File: src/rtl/switch_pkg.sv
// rtl/switch_pkg.sv - shared defaults, decoder wiring indices and per-bit state type for the switch debouncer
package switch_pkg;

    localparam int SW_WIDTH_DEF      = 6;
    localparam int SYNC_STAGES_DEF   = 2;
    localparam int STABLE_CYCLES_DEF = 1000000;

    // Slices of sw_clean feeding the 3-to-8 LED decoder
    localparam int SEL_LSB = 0;
    localparam int SEL_MSB = 2;
    localparam int EN_LSB  = 3;
    localparam int EN_MSB  = 5;

    typedef enum logic {
        BIT_STABLE  = 1'b0,
        BIT_PENDING = 1'b1
    } bit_state_e;

endpackage

File: src/rtl/debounce_bit.sv
// rtl/debounce_bit.sv - one switch bit: synchroniser chain, stability counter, clean level and edge strobes
module debounce_bit
    import switch_pkg::*;
#(
    parameter int SYNC_STAGES   = SYNC_STAGES_DEF,
    parameter int STABLE_CYCLES = STABLE_CYCLES_DEF
) (
    input  logic clk,
    input  logic rst_n,
    input  logic sw_raw,
    output logic sw_clean,
    output logic sw_rise,
    output logic sw_fall
);

    localparam int CNT_W = $clog2(STABLE_CYCLES + 1);
    localparam logic [CNT_W-1:0] CNT_LAST = CNT_W'(STABLE_CYCLES - 1);

    logic [SYNC_STAGES-1:0] sync_q;
    logic                   sync;
    logic [CNT_W-1:0]       cnt;
    logic [CNT_W-1:0]       cnt_d;
    logic                   clean_d;
    logic                   rise_d;
    logic                   fall_d;
    bit_state_e             state;

    assign sync = sync_q[SYNC_STAGES-1];

    always_ff @(posedge clk or negedge rst_n) begin
        if (!rst_n) begin
            sync_q <= '0;
        end else begin
            sync_q <= {sync_q[SYNC_STAGES-2:0], sw_raw};
        end
    end

    // Counter only runs while the synchronised level disagrees with the accepted one
    always_comb begin
        state   = BIT_STABLE;
        cnt_d   = '0;
        clean_d = sw_clean;
        rise_d  = 1'b0;
        fall_d  = 1'b0;
        if (sync != sw_clean) begin
            state = BIT_PENDING;
        end
        if (state == BIT_PENDING) begin
            if (cnt == CNT_LAST) begin
                clean_d = sync;
                rise_d  = sync;
                fall_d  = ~sync;
            end else begin
                cnt_d = cnt + 1'b1;
            end
        end
    end

    always_ff @(posedge clk or negedge rst_n) begin
        if (!rst_n) begin
            cnt      <= '0;
            sw_clean <= 1'b0;
            sw_rise  <= 1'b0;
            sw_fall  <= 1'b0;
        end else begin
            cnt      <= cnt_d;
            sw_clean <= clean_d;
            sw_rise  <= rise_d;
            sw_fall  <= fall_d;
        end
    end

endmodule

File: src/rtl/switch_debouncer.sv
// rtl/switch_debouncer.sv - WIDTH independent debounced switch bits with a combined change strobe
module switch_debouncer
    import switch_pkg::*;
#(
    parameter int WIDTH         = SW_WIDTH_DEF,
    parameter int SYNC_STAGES   = SYNC_STAGES_DEF,
    parameter int STABLE_CYCLES = STABLE_CYCLES_DEF
) (
    input  logic             clk,
    input  logic             rst_n,
    input  logic [WIDTH-1:0] sw_raw,
    output logic [WIDTH-1:0] sw_clean,
    output logic [WIDTH-1:0] sw_rise,
    output logic [WIDTH-1:0] sw_fall,
    output logic             changed
);

    for (genvar i = 0; i < WIDTH; i++) begin : g_bit
        debounce_bit #(
            .SYNC_STAGES  (SYNC_STAGES),
            .STABLE_CYCLES(STABLE_CYCLES)
        ) u_bit (
            .clk     (clk),
            .rst_n   (rst_n),
            .sw_raw  (sw_raw[i]),
            .sw_clean(sw_clean[i]),
            .sw_rise (sw_rise[i]),
            .sw_fall (sw_fall[i])
        );
    end

    // Pure OR of registered strobes, so it pulses in the same cycle as them
    assign changed = |(sw_rise | sw_fall);

endmodule

File: config.mk
export PLATFORM = sky130hd
export DESIGN_NAME = switch_debouncer
export DESIGN_NICKNAME = d
export VERILOG_FILES = /design/src/rtl/switch_pkg.sv /design/src/rtl/debounce_bit.sv /design/src/rtl/switch_debouncer.sv
export SDC_FILE = /design/constraint.sdc
export NUM_CORES = 1
export LEC_CHECK = 0
export BUFFER_PORTS_ARGS = -buffer_cell sky130_fd_sc_hd__buf_2
export CORE_MARGIN = 5
export CORE_UTILIZATION = 45
export CTS_BUF_LIST = sky130_fd_sc_hd__clkbuf_2
export DETAILED_ROUTE_END_ITERATION = 8
export HOLD_SLACK_MARGIN = 0.06
export PLACE_DENSITY = 0.64
export SLEW_MARGIN = 20
export SYNTH_ARGS = -nofsm -noshare
export SYNTH_HDL_FRONTEND = slang
export SYNTH_SLANG_ARGS = --single-unit
export TNS_END_PERCENT = 30
File: constraint.sdc
create_clock -name clk -period 5 [get_ports clk]
set_input_delay 0.5 -clock clk [delete_from_list [all_inputs] [get_ports clk]]
set_output_delay 0.5 -clock clk [all_outputs]
set_load 0.01 [all_outputs]
* Yosys cells after proc, flatten, opt, wreduce, memory -nomap -nowiden
Index checks and enable logic that the tools add are counted.
** Operators by class
- Add/sub/neg operators :: 6
- Equal/unequal tests :: 12
- Mux-type cells :: 42
- Bitwise gates (word level) :: 7
- Reduce and logical (&&, ||, !) cells :: 7
** Operators with widths (count)
- 20-bit 2-to-1 mux :: 12
- 20-bit by 1-bit adder with 20-bit output (second input constant) :: 6
- 20-bit equality test (second input constant) :: 6
- 1-bit 2-to-1 mux :: 30
- 2-bit AND reduction :: 6
- 1-bit != test :: 6
- 1-bit NOT :: 6
- 6-bit OR :: 1
- 6-bit OR reduction :: 1
** Word-level totals
- Register bits :: 150
- Output and inout bits :: 19

* Depth between registers and ports, before layout
Gate-level depths: netlist of the first run.
- Word-level depth :: 3
- Depth in mapped cells :: 6

* By module
Synthesis of the first run repeated with hierarchy kept, for this count alone.
** Unflattened totals
- Cells, all modules :: 700
- Area total of the unflattened synthesis :: 7065.5 µm²
** By module, submodules not included
- debounce_bit :: instances 6, cells an instance 116, area each 1173.6 µm², seq. area each 625.6 µm²
- switch_debouncer :: instances 1, cells an instance 4, area each 23.8 µm², seq. area each 0.0 µm²

* Worst setup path after synthesis of the first run
Ideal clock, no wire load.
- Path kind :: reg-to-reg
- From :: reg g_bit[4].u_bit.cnt[0]
- To :: reg g_bit[4].u_bit.cnt[18]
- Library setup time :: 78 ps
- Arrival :: 1930 ps
- Required time :: 4922 ps
- Setup slack :: 2992 ps
- Cell stages (with the launch flop) :: 7
- Buffers on the path :: 1
- Clock period less this slack :: 2008 ps
- Path through :: dfrtp_1 > ha_1 > nand2_1 > or4_1 > buf_2 > or4_1 > a21oi_1
** Between the ends
- Cells in the longest elaborated chain, start to end :: 3
- Elaborated cells between the ends (all ways) :: 4
- Those cells by class :: add/sub (1); eq/ne (1); mux (2)
** RTL lines
- start: declaration :: line debounce_bit.sv:21 : logic [CNT_W-1:0] cnt;
- start signal: assignment :: line debounce_bit.sv:66 : cnt <= cnt_d;
- 20-bit by 1-bit adder with 20-bit output / 20-bit equality test (equally long branches) :: line debounce_bit.sv:54, debounce_bit.sv:49
- 20-bit 2-to-1 mux (*) :: line debounce_bit.sv:49 : if (cnt == CNT_LAST) begin
- 20-bit 2-to-1 mux (*) :: line debounce_bit.sv:48 : if (state == BIT_PENDING) begin
- net g_bit[4].u_bit.cnt_d[18] :: line debounce_bit.sv:22 : logic [CNT_W-1:0] cnt_d;
The timed path passes the listed nets; every way through them passes the cells marked *.
A chain may end at the register's enable or synchronous reset.

* Worst setup path in the final report of the first run
- From :: reg g_bit[3].u_bit.sw_rise
- To :: out changed
** Between the ends
- Cells in the longest elaborated chain, start to end :: 2
** RTL lines
- start: declaration :: line debounce_bit.sv:12 : output logic sw_rise,
- start signal: assignment :: line debounce_bit.sv:68 : sw_rise <= rise_d;
- 6-bit OR :: line switch_debouncer.sv:33 : assign changed = |(sw_rise | sw_fall);
- 6-bit OR reduction :: line switch_debouncer.sv:33
- end: declaration :: line switch_debouncer.sv:15 : output logic changed
Every way passes these cells.

==> implementation parameters, run 1 <==
Parameter                              Value

Yosys
  Number of synthesized flops with an enable pin ... 0
  Syn Inst Count ... 709
  Sequential cell area fraction in the yosys report ... 0.523
  Number of distinct library cell variants in the gate-level netlist after synthesis ... 43
  Total standard cell area after synthesis ... 7180 um2
  Most frequently used flop master after synthesis ... sky130_fd_sc_hd__dfrtp_1
  Syn_nets ... 723
  Average size of a mapped cell ... 10.1 um2
  Count of synthesis-stage warnings from yosys ... 0
  Flops & latches, synth ... 150
  Proportion of register bits with asynchronous set or reset after synthesis ... 1.00

Timing
  Unrepaired setup endpoints after global routing ... false
  Fin Clk Skew ... 0.0236 ns
  FMAX ... 404 MHz
  Crit path time final ... 2.48 ns
  Number of max-slew violations in the final report ... 0
  Setup violation total in the final timing report ... 0
  Post-Route Setup TNS ... 0 ns
  Max-slew headroom at the worst pin ... 0.376
  Final hold vios ... 0
  Period utilization ... 0.495
  Slew at the pin closest to its max-slew limit ... 0.936 ns

Setup path
  Critical Path Fanout Max ... 2
  Launching point of the worst reg2reg path ... g_bit[4].u_bit.cnt[0]
  Data arrival time at the worst-slack endpoint ... 1.98 ns
  Critical path class ... reg2out
  Critical path endpoint category ... output pin
  Crit. Startpoint ... g_bit[3].u_bit.sw_rise
  Kind of start point of the critical path ... register
  Required time worst endpoint ... 4.50 ns

Detailed routing
  Average wire length per cell after detail routing ... 14.6 um
  Total wire length ... 14.0 mm
  Remaining antenna violation count ... 0
  Vias ... approximately 5300
  Vias per inst ... 5.47
  DRC viols ... 0
  Drt first pass iters ... 5
  1st-iter DRT viols ... 523

Floorplanning
  Horizontal die dimension ... 136 um
  Core outline area ... 15800 um2
  Std-Cell Rows ... 46
  Die Y ... around 140 um
  Floorplan die area ... 18600 um2
  Starting density of the core ... 0.455
  Number of I/O pins ... 27

Min path
  Worst hold-check path type ... reg2reg
  Startpoint of the lowest-slack hold path ... g_bit[3].u_bit.sync_q[0]

Clocking
  Root buffer cell ... sky130_fd_sc_hd__clkbuf_2
  # resized after CTS ... 0
  Clk pin slew, worst setup/hold paths ... between 0.15 and 0.2 ns
  CTS sink count ... 150
  CTS tree ... built
  Htree depth ... 4
  Worst-case clock buffer depth ... 2
  Later-pin clock latency in the skew report ... 0.72 ns
  Number of CTS-inserted buffers ... 17

Run status
  Result of the run ... finished clean

Power
  Pwr per Cell Area ... 253 nW/um2
  Worst IR drop on VDD ... 0.116 mV
  Leakage power figure ... 3.13 nW

GRT
  Global-route wire length before repair ... around 24 mm
  Vias in the first global route ... 5096
  Antenna violations before repair ... 0
  Aggregate global-route resource usage ... 0.161
  Largest net degree at the start of global routing ... 103
  Total gr overflow ... 0

Final layout
  Share of post-route cells with drive strength above 1 ... 0.106
  Cell Count, Final, Fillers Out ... about 960
  Final core occ ... 0.489
  Number of filler cells placed in the layout ... 1484
  Area grow syn2layout ... 7.50%
  Nets ... 747

Placement
  Total of buffers placed on input and output ports ... 26
  Hpwl dp ... between 9 and 10 mm
  Final weighted congestion of routability-driven global placement ... approximately 0.84
  Placed Instances ... about 900

Flow run
  Count of max-cap constraint violations ... 0
-- state kept, by name, indices dropped and copies added (netlist names) --
| signal | count |
|---|---|
| g_bit.u_bit.cnt | 120 |
| g_bit.u_bit.sw_fall | 6 |
| g_bit.u_bit.sw_rise | 6 |
| g_bit.u_bit.sync_q | 12 |
| g_bit.u_bit.sw_clean | 6 |
-- worst paths after layout --
path	end	slack [ns]	depth (start not counted)
worst max-delay path	changed	2.52	3
worst min-delay path	g_bit[3].u_bit.sync_q[1]	0.36	0
worst max register to register	g_bit[4].u_bit.cnt[18]	2.76	5
worst min register to register	g_bit[3].u_bit.sync_q[1]	0.36	0
max in group asynchronous	g_bit[2].u_bit.sync_q[1]	3.46	3
min in group asynchronous	g_bit[3].u_bit.cnt[14]	0.38	2
-- metal layers --
metal | up-vias | routed length (um) | part of all wire | global-route usage
met5 | - | 0 | 0 | 0
met4 | 0 | 139 | 0.0099 | 0.0510
met3 | 15 | 583 | 0.042 | 0.0500
met2 | 91 | 6630 | 0.47 | 0.253
met1 | 2605 | 6650 | 0.48 | 0.215
li1 | 2555 | - | - | -
-- logic make-up (layout without fill, tap and decap cells) --
| logic type | after synthesis | count (layout) | synth area share |
|---|---|---|---|
| AOI/OAI and AO/OA | 72 | 72 | 0.0612 |
| xor gates and xnor gates | 79 | 79 | 0.0964 |
| adders and majority gates | 6 | 6 | 0.0105 |
| buffers and inverters | 53 | 89 | 0.0377 |
| DFF | 150 | 150 | 0.523 |
| muxes | 8 | 8 | 0.0122 |
| other | 0 | 1 | 0 |
| and+or+nand+nor | 341 | 341 | 0.259 |
-- synthesized netlist by cell type, types with 6 or more instances --
library cell	instances	area [um2]
sky130_fd_sc_hd__xnor2_1	52	455
sky130_fd_sc_hd__o31ai_1	11	82.6
sky130_fd_sc_hd__xor2_1	27	236
sky130_fd_sc_hd__nor3_1	22	110
sky130_fd_sc_hd__and3_1	21	131
sky130_fd_sc_hd__nand2_1	33	124
sky130_fd_sc_hd__o21ai_0	18	90.1
sky130_fd_sc_hd__nor3b_1	12	90.1
sky130_fd_sc_hd__clkbuf_1	11	41.3
sky130_fd_sc_hd__or3_1	18	113
sky130_fd_sc_hd__dfrtp_1	150	3750
sky130_fd_sc_hd__nand3_1	45	225
sky130_fd_sc_hd__or2_2	6	37.5
sky130_fd_sc_hd__buf_4	18	135
sky130_fd_sc_hd__nor4_1	20	125
sky130_fd_sc_hd__or4_1	18	135
sky130_fd_sc_hd__nand4_1	22	138
sky130_fd_sc_hd__inv_1	21	78.8
sky130_fd_sc_hd__ha_1	6	75.1
sky130_fd_sc_hd__nor2_1	93	349
sky130_fd_sc_hd__a21oi_1	32	160
sky130_fd_sc_hd__mux2_2	6	67.6
-- worst max-delay path, cell delays in order, from the launching register on --
cell and delay [ns]:
sky130_fd_sc_hd__dfrtp_1 0.46, sky130_fd_sc_hd__nor4_1 0.52, sky130_fd_sc_hd__nand3_1 0.13, sky130_fd_sc_hd__buf_2 0.16
-- cell usage in the layout (no fill, tap or decap), types with 22 or more instances in the layout --
master | netlist | layout
sky130_fd_sc_hd__nor2_1 | 93 | 93
sky130_fd_sc_hd__nor3_1 | 22 | 22
sky130_fd_sc_hd__xor2_1 | 27 | 27
sky130_fd_sc_hd__nand3_1 | 45 | 45
sky130_fd_sc_hd__dfrtp_1 | 150 | 150
sky130_fd_sc_hd__nand2_1 | 33 | 33
sky130_fd_sc_hd__buf_2 | 3 | 25
sky130_fd_sc_hd__a21oi_1 | 32 | 32
sky130_fd_sc_hd__xnor2_1 | 52 | 52
sky130_fd_sc_hd__nand4_1 | 22 | 22
-- report_power, final --
part | switching (mW) | internal, mW | total, mW
Combinational | 0.0493 | 0.0226 | 0.0719
Sequential | 0.0187 | 1.23 | 1.25
Clock | 0.411 | 0.222 | 0.632
-- per-stage QoR --
step	cell area [um2]	power, mW	setup slack (ns)	hold slack, ns
6_report	7710	1.95	2.52	0.363
5_1_grt	7710	2.05	2.31	0.311
4_1_cts	7700	1.99	2.46	0.308
3_5_place_dp	7420	1.34	2.68	0.335
3_3_place_gp	7420	1.34	2.84	0.332
2_1_floorplan	7180	1.30	2.99	0.204
-- repair_timing --
item	4_1_cts	5_1_grt
buffers inserted	0	0
hold buffers	7	0
hold endpoints to repair	107	0
-- cell type report --
cell class                 instances  area [um2]  share of cell area
antenna                            1        2.50            0.000324
clock buffer                      19        95.1              0.0123
clock inverter                    12         113              0.0146
inverter                          21        78.8              0.0102
multi-input combinational        506        3160               0.410
sequential                       150        3750               0.487
tap                              216         270              0.0350
timing repair buffer              37         236              0.0307
No activity file was read; power rests on OpenSTA's default activity.
==> inputs of run 2 (changes only) <==
Clock period 5 ns to 2.4 ns, I/O delays scaled along.
==> run 2 against run 1 <==
  * Sequential power up 110%
  * Setup slack worse by 2.3 ns
  * Power up 120%
  * First-iteration DRC count down 26%
  * Critical endpoint is now g_bit[5].u_bit.cnt[18]
  * Final cell count up 1.4%
==> implementation parameters, run 2 (synthesized netlist as in run 1, its figures left out) <==
Parameter                              Value

Final layout
  Biggest regs ... g_bit.u_bit.cnt (120), g_bit.u_bit.sync_q (12)
  Diode count ... 0 (-1)
  Area grow syn2layout ... 10.5%
  Cell Count, Final, Fillers Out ... 975 (+1.4%)
  Leading cell type in the layout, fill and taps excluded ... sky130_fd_sc_hd__dfrtp_1
  Flip-flop count of the largest register after layout ... 120 (unchanged)
  Register containing the most flip-flops in the final layout ... g_bit.u_bit.cnt
  Nets ... 760 (+1.7%)
  Most frequent cells in the layout ... sky130_fd_sc_hd__dfrtp_1 (150), sky130_fd_sc_hd__nor2_1 (93), sky130_fd_sc_hd__xnor2_1 (52), sky130_fd_sc_hd__nand3_1 (45), sky130_fd_sc_hd__nand2_1 (33)
  Share of post-route cells with drive strength above 1 ... 0.124 (+0.0178)
  Number of filler cells placed in the layout ... 1461 (-1.5%)
  Area of all placed cells without fillers ... 7930 um2 (+2.8%)

Timing
  Final hold vios ... 0 (unchanged)
  Post-Route Setup TNS ... 0 ns (unchanged)
  Period utilization ... 0.902
  Worst-case hold slack ... 0.136 ns (-0.227 ns)
  Setup violation total in the final timing report ... 0 (unchanged)
  Fin Clk Skew ... 0.0301 ns (+0.00657 ns)
  Unrepaired setup endpoints after global routing ... false
  Slew at the pin closest to its max-slew limit ... 0.585 ns (-0.351 ns)
  Crit path time final ... 2.16 ns
  FMAX ... 462 MHz
  Max-slew headroom at the worst pin ... 0.606 (+0.230)
  Number of max-slew violations in the final report ... 0 (unchanged)

Power
  Cell-internal power ... 3.32 mW (+130%)
  Switching share of total power ... 0.238 (-0.00660)
  Worst IR drop on VDD ... 0.274 mV (+140%)
  Logic gate share of total power ... 0.041 (+0.004)
  Net switching power of the design ... 1.04 mW (+120%)
  Pwr per Cell Area ... 550 nW/um2 (+120%)
  Leakage power figure ... 3.23 nW (+3.2%)
  Flop pwr share ... 0.597 (-0.043)
  Clock network power share ... 0.362 (+0.038)

Detailed routing
  Vias per inst ... 5.38 (-1.6%)
  Remaining antenna violation count ... 0 (unchanged)
  DRC viols ... 0 (unchanged)
  Vias ... 5250 (-0.30%)
  Average wire length per cell after detail routing ... 14.3 um (-1.5%)
  1st-iter DRT viols ... 388 (-26%)
  Drt first pass iters ... 4 (-1)
  Total wire length ... 14.0 mm (-0.17%)

Setup path
  Highest-delay cell along the critical path ... sky130_fd_sc_hd__or4_1
  Critical path endpoint category ... register
  Critical path class ... reg2reg
  Required time worst endpoint ... 3.07 ns (-1.43 ns)
  Most frequent cell on the critical path ... sky130_fd_sc_hd__or4_1
  Data arrival time at the worst-slack endpoint ... 2.83 ns (+0.85 ns)
  CP peak stage delay ... 0.63 ns (+0.11 ns)
  Kind of start point of the critical path ... register
  Critical Path Fanout Max ... 8 (+6)
  Sequence of cells on the critical path ... ha_1, nand2_1, or4_1, or4_1, a21oi_1

Floorplanning
  Number of I/O pins ... 27 (unchanged)
  Core outline area ... 15800 um2 (unchanged)
  Horizontal die dimension ... 136 um (unchanged)
  Starting density of the core ... 0.455 (unchanged)
  Die Y ... 136 um (unchanged)
  Floorplan die area ... 18600 um2 (unchanged)
  Std-Cell Rows ... 46 (unchanged)

GRT
  Aggregate global-route resource usage ... 0.162 (about the same)
  Global-route wire length before repair ... 24.0 mm (-0.17%)
  Total gr overflow ... 0 (unchanged)
  Layer with the highest usage ... met2
  Met3 global-route usage ... 0.0377 (-0.0122)
  Vias in the first global route ... 5076 (-0.39%)
  Antenna violations before repair ... 0 (unchanged)
  Largest net degree at the start of global routing ... 52 (-50%)
  Met1 usage ... 0.220 (+0.00481)
  Met2 GRT Util ... 0.253 (-0.000275)

Clocking
  CTS sink count ... 150 (unchanged)
  Clk pin slew, worst setup/hold paths ... 0.21 ns (+0.02 ns)
  Root buffer cell ... sky130_fd_sc_hd__clkbuf_2
  Buffers inserted by post-CTS timing repair ... 0 (unchanged)
  Number of CTS-inserted buffers ... 17 (unchanged)
  Later-pin clock latency in the skew report ... 0.73 ns (about the same)
  CTS tree ... built
  Worst-case clock buffer depth ... 2 (unchanged)
  Htree depth ... 4 (unchanged)

Run status
  Result of the run ... finished clean

Placement
  Final weighted congestion of routability-driven global placement ... 0.849 (+0.74%)
  Hpwl dp ... 9.89 mm (+3.0%)
  Placed Instances ... 934 (+1.2%)
  Post-place instance area ... 7540 um2 (+1.6%)
  Total of buffers placed on input and output ports ... 26 (unchanged)

Min path
  Worst hold-check path type ... in2reg

Flow run
  Count of max-cap constraint violations ... 0 (unchanged)
[run 2: cell types whose count changed in the layout (fill, tap and decap cells not counted), moves of 2 or more]
cell,change
sky130_fd_sc_hd__buf_4,+8
sky130_fd_sc_hd__buf_12,+3
sky130_fd_sc_hd__clkinv_2,-3
sky130_fd_sc_hd__clkinvlp_4,+3
sky130_fd_sc_hd__bufinv_16,+2
sky130_fd_sc_hd__clkinv_1,-2
[run 2: cell type report]
class | count | area, um2 | area share
clock buffer | 19 | 95.1 | 0.0120
clock inverter | 13 | 181 | 0.0229
inverter | 21 | 78.8 | 0.00994
multi-input combinational | 506 | 3160 | 0.398
sequential | 150 | 3750 | 0.473
tap | 216 | 270 | 0.0341
timing repair buffer | 50 | 394 | 0.0497
[run 2: timing repair]
action / 4_1_cts / 5_1_grt
endpoints found under the hold margin: 156 / 0
setup endpoints to repair: 0 / 1
hold buffers: 9 / 0
resized for setup: 0 / 1
[run 2: power by group through the flow]
stage	registers [mW]	clock network [mW]	logic (mW)
5_1_grt	2.61	1.72	0.207
3_5_place_dp	2.65	0	0.165
4_1_cts	2.60	1.64	0.185
6_report	2.60	1.58	0.178
2_1_floorplan	2.64	0	0.0659
3_3_place_gp	2.65	0	0.161
[run 2: critical path: cells and delay by family, from the launching register on]
kind,cells,cell delay [ns]
AO/OA/AOI/OAI,1,0.15
AND/OR/NAND/NOR,3,1.25
flip-flops,1,0.47
adder cells (fa/ha/maj),1,0.26
[run 2: path summary, 6_finish.rpt]
| check | slack, ns | endpoint | from | depth (start not counted) |
|---|---|---|---|---|
| max reg2reg | 0.24 | g_bit[5].u_bit.cnt[18] | g_bit[5].u_bit.cnt[0] | 5 |
| max in group asynchronous | 1.39 | g_bit[2].u_bit.cnt[14] | rst_n | 4 |
| min reg2reg | 0.37 | g_bit[4].u_bit.sync_q[1] | g_bit[4].u_bit.sync_q[0] | 0 |
| min | 0.14 | g_bit[1].u_bit.sync_q[0] | sw_raw[1] | 2 |
| max | 0.24 | g_bit[5].u_bit.cnt[18] | g_bit[5].u_bit.cnt[0] | 5 |
| min in group asynchronous | 0.48 | g_bit[1].u_bit.cnt[5] | rst_n | 3 |
[run 2: layer usage]
layer | vias to the layer above | share of wire
li1 | 2576 | -
met1 | 2581 | 0.48
met2 | 73 | 0.47
met3 | 20 | 0.038
met4 | 0 | 0.016
met5 | - | 0
[run 2: through the flow]
step | utilization | total power [mW] | setup WS, ns
detailed placement | 0.478 | 2.81 | 0.266
global route | 0.503 | 4.54 | 0.0829
finish | 0.503 | 4.36 | 0.236
floorplan | - | 2.70 | 0.392
global placement | 0.478 | 2.81 | 0.310
CTS | 0.503 | 4.43 | 0.0645
==> inputs of run 3 (changes only) <==
Settings changed: ABC_AREA set to 1, ABC_CLOCK_PERIOD_IN_PS set to 2400, SYNTH_HIERARCHICAL set to 1.
==> run 3 against run 2 <==
  * Sequential cell count is the same
  * Largest cell class is now multi-input combinational cells
  * Clock power fell by 28%
  * Largest power group unchanged
  * Via count rose by 21%
  * Power fell by 9.9%
==> implementation parameters, run 3 <==
Parameter                              Value

Power
  Total Power Consumption ... 3.93 mW (-9.9%)
  Cell-internal power ... 2.88 mW (-13%)
  Worst IR drop on VDD ... 0.250 mV (-8.7%)
  Net switching power of the design ... 1.05 mW (+0.53%)
  Leakage power figure ... 4.14 nW (+28%)
  Pwr per Cell Area ... 435 nW/um2 (-21%)
  Clock network power share ... 0.291 (-0.071)
  Logic gate share of total power ... 0.048 (+0.007)
  Flop pwr share ... 0.660 (+0.063)
  Switching share of total power ... 0.266 (+0.0277)

Setup path
  Data arrival time at the worst-slack endpoint ... 1.78 ns (-1.05 ns)
  Kind of start point of the critical path ... register
  Category of cells accounting for the largest share of critical-path delay ... simple AND/OR/NAND/NOR gates
  Crit. Startpoint ... g_bit[4].u_bit/sw_fall
  Launching point of the worst reg2reg path ... g_bit[0].u_bit/sw_clean
  WP buf/inv ... 1 (+1)
  Sequence of cells on the critical path ... nor2_1, nand2_1, nor2_1, nand2_1, buf_2
  Required time worst endpoint ... 2.16 ns (-0.91 ns)
  Critical path class ... reg2out
  CP peak stage delay ... 0.42 ns (-0.21 ns)
  Critical path endpoint category ... output pin
  Highest-delay cell along the critical path ... sky130_fd_sc_hd__dfrtp_1
  Critical Path Fanout Max ... 2 (-6)
  Worst setup slack for register-to-register paths ... 0.95 ns (+0.71 ns)

Timing
  Fin Clk Skew ... 0.0248 ns (-0.00537 ns)
  FMAX ... 494 MHz (+6.9%)
  Crit path time final ... 2.02 ns (-0.140 ns)
  Final hold vios ... 0 (unchanged)
  Setup violation total in the final timing report ... 0 (unchanged)
  Unrepaired setup endpoints after global routing ... false
  Max-slew headroom at the worst pin ... 0.583 (-0.0235)
  Post-Route Setup TNS ... 0 ns (unchanged)
  Period utilization ... 0.843 (-0.0585)
  Least setup slack across all paths after layout ... 0.376 ns (+0.140 ns)
  Worst-case hold slack ... 0.175 ns (+0.0392 ns)
  Slew at the pin closest to its max-slew limit ... 0.626 ns (+0.0406 ns)
  Number of max-slew violations in the final report ... 0 (unchanged)

Detailed routing
  Vias ... 6341 (+21%)
  Vias per inst ... 4.93 (-8.4%)
  Average wire length per cell after detail routing ... 12.6 um (-12%)
  Remaining antenna violation count ... 0 (unchanged)
  Drt first pass iters ... 5 (+1)
  Total wire length ... 16.1 mm (+15%)
  1st-iter DRT viols ... 290 (-25%)
  DRC viols ... 0 (unchanged)

Flow run
  Count of max-cap constraint violations ... 0 (unchanged)

Final layout
  Area taken by multi-input logic gates ... 4140 um2 (+31%)
  Leading cell type in the layout, fill and taps excluded ... sky130_fd_sc_hd__nor2_1
  Biggest regs ... g_bit.u_bit/cnt (120), g_bit.u_bit/sync_q (12)
  Register containing the most flip-flops in the final layout ... g_bit.u_bit/cnt
  Share of post-route cells with drive strength above 1 ... 0.182 (+0.0585)
  Flip-flop count of the largest register after layout ... 120 (unchanged)
  Area grow syn2layout ... 9.03%
  Number of filler cells placed in the layout ... 1791 (+23%)
  Area taken by flip-flops and latches ... 3750 um2 (unchanged)
  Nets ... 1054 (+39%)
  Most frequent cells in the layout ... sky130_fd_sc_hd__nor2_1 (241), sky130_fd_sc_hd__dfrtp_1 (150), sky130_fd_sc_hd__nand2_1 (147), sky130_fd_sc_hd__inv_1 (90), sky130_fd_sc_hd__nand3_1 (78)

GRT
  Vias in the first global route ... 6085 (+20%)
  Aggregate global-route resource usage ... 0.158 (-0.00366)
  Largest net degree at the start of global routing ... 66 (+27%)
  Total gr overflow ... 0 (unchanged)
  Antenna violations before repair ... 1 (+1)
  Global-route wire length before repair ... 28.5 mm (+18%)

Yosys
  Syn_nets ... 997 (+38%)
  Dominant cells by area after synthesis ... sky130_fd_sc_hd__dfrtp_1 (45%), sky130_fd_sc_hd__nor2_1 (11%), sky130_fd_sc_hd__nand2_1 (6.7%)
  Proportion of register bits with asynchronous set or reset after synthesis ... 1.00 (unchanged)
  Commonest cells in the netlist ... sky130_fd_sc_hd__nor2_1 (241), sky130_fd_sc_hd__dfrtp_1 (150), sky130_fd_sc_hd__nand2_1 (147), sky130_fd_sc_hd__inv_1 (90), sky130_fd_sc_hd__nand3_1 (78)
  Count of synthesis-stage warnings from yosys ... 6 (+6)
  Average size of a mapped cell ... 8.41 um2 (-17%)
  Number of synthesized flops with an enable pin ... 0 (unchanged)
  Flops & latches, synth ... 150 (unchanged)
  Count leader, synth ... sky130_fd_sc_hd__nor2_1
  Share of Yosys cell area claimed by the top area cell type ... 0.454 (-0.0693)
  Most frequently used flop master after synthesis ... sky130_fd_sc_hd__dfrtp_1
  Sequential cell area fraction in the yosys report ... 0.454 (-0.0693)
  Cell type with the largest total area after synthesis ... sky130_fd_sc_hd__dfrtp_1
  Syn Inst Count ... 983 (+39%)
  Number of distinct library cell variants in the gate-level netlist after synthesis ... 26 (-40%)
  Total standard cell area after synthesis ... 8270 um2 (+15%)

Floorplanning
  Starting density of the core ... 0.459 (+0.00389)
  Std-Cell Rows ... 49 (+6.5%)
  Floorplan die area ... 21200 um2 (+14%)
  Core outline area ... 18000 um2 (+14%)
  Number of I/O pins ... 27 (unchanged)
  Horizontal die dimension ... 146 um (+6.8%)
  Die Y ... 146 um (+6.8%)

Clocking
  Clk pin slew, worst setup/hold paths ... 0.20 ns (about the same)
  Number of CTS-inserted buffers ... 17 (unchanged)
  Later-pin clock latency in the skew report ... 0.69 ns (-0.04 ns)
  Number of buffers inserted by hold repair at cts ... 10 (+1)
  Htree depth ... 4 (unchanged)
  Buffers inserted by post-CTS timing repair ... 0 (unchanged)
  # resized after CTS ... 0 (unchanged)
  Worst-case clock buffer depth ... 2 (unchanged)
  CTS tree ... built
  Root buffer cell ... sky130_fd_sc_hd__clkbuf_2
  CTS sink count ... 150 (unchanged)

Placement
  Hpwl dp ... 12.1 mm (+22%)
  Worst slack, placed ... 0.967 ns (+0.701 ns)
  Final weighted congestion of routability-driven global placement ... 0.841 (-0.90%)
  Total of buffers placed on input and output ports ... 26 (unchanged)

Min path
  Worst hold-check path type ... in2reg
  Startpoint of the lowest-slack hold path ... sw_raw[4]

Run status
  Result of the run ... finished clean
==> run 3: cell types whose count changed in the layout (fill, tap and decap cells not counted), sizes merged, moves of 18 or more <==
cell	delta
nand3	+49
or3	-18
or4	-18
and3	-21
inv	+83
nor2	+196
nor4	-20
xnor2	-34
nand2	+144
==> run 3: routing by layer <==
layer	global-route usage	wire, um	part of all wire
met1	0.221	8050	0.50
met2	0.250	7410	0.46
met3	0.0371	494	0.031
met4	0.0378	182	0.011
met5	0	0	0
==> run 3: path summary, 6_finish.rpt <==
path | end | cells after the start
worst max register to register | g_bit[0].u_bit/cnt[5] | 6
worst min register to register | g_bit[3].u_bit/sync_q[1] | 0
worst max-delay path | changed | 5
worst min-delay path | g_bit[4].u_bit/sync_q[0] | 2
min in group asynchronous | g_bit[0].u_bit/cnt[3] | 3
max in group asynchronous | g_bit[1].u_bit/cnt[16] | 4
==> run 3: power groups by stage <==
| stage | Combinational, mW | Clock, mW | Sequential (mW) |
|---|---|---|---|
| detailed placement | 0.184 | 0 | 2.64 |
| floorplan | 0.0937 | 0 | 2.63 |
| global route | 0.222 | 1.34 | 2.60 |
| finish | 0.190 | 1.14 | 2.59 |
| CTS | 0.197 | 1.23 | 2.59 |
| global placement | 0.181 | 0 | 2.64 |
==> run 3: kinds of logic after synthesis <==
kind of cell | count (synthesis) | share of synthesized area
compound gates | 48 | 0.0354
xor+xnor | 60 | 0.0635
fa+ha+maj | 6 | 0.00908
buf+inv | 102 | 0.0463
flops | 150 | 0.454
simple gates | 617 | 0.392
==> run 3: stage by stage <==
stage | std cells | util | area, um2
global placement | 1240 | 0.485 | 8730
CTS | 1282 | 0.500 | 9010
finish | 1285 | 0.500 | 9020
global route | 1285 | 0.500 | 9020
floorplan | 983 | - | 8270
detailed placement | 1240 | 0.485 | 8730
==> run 3: cell type report <==
type / count / share of cell area
inverters: 102 / 0.0425
clock inverters: 14 / 0.00957
diodes: 3 / 0.000832
clock buffers: 18 / 0.00999
well taps: 229 / 0.0318
multi-input cells: 731 / 0.459
flip-flops and latches: 150 / 0.416
repair buffers: 38 / 0.0307
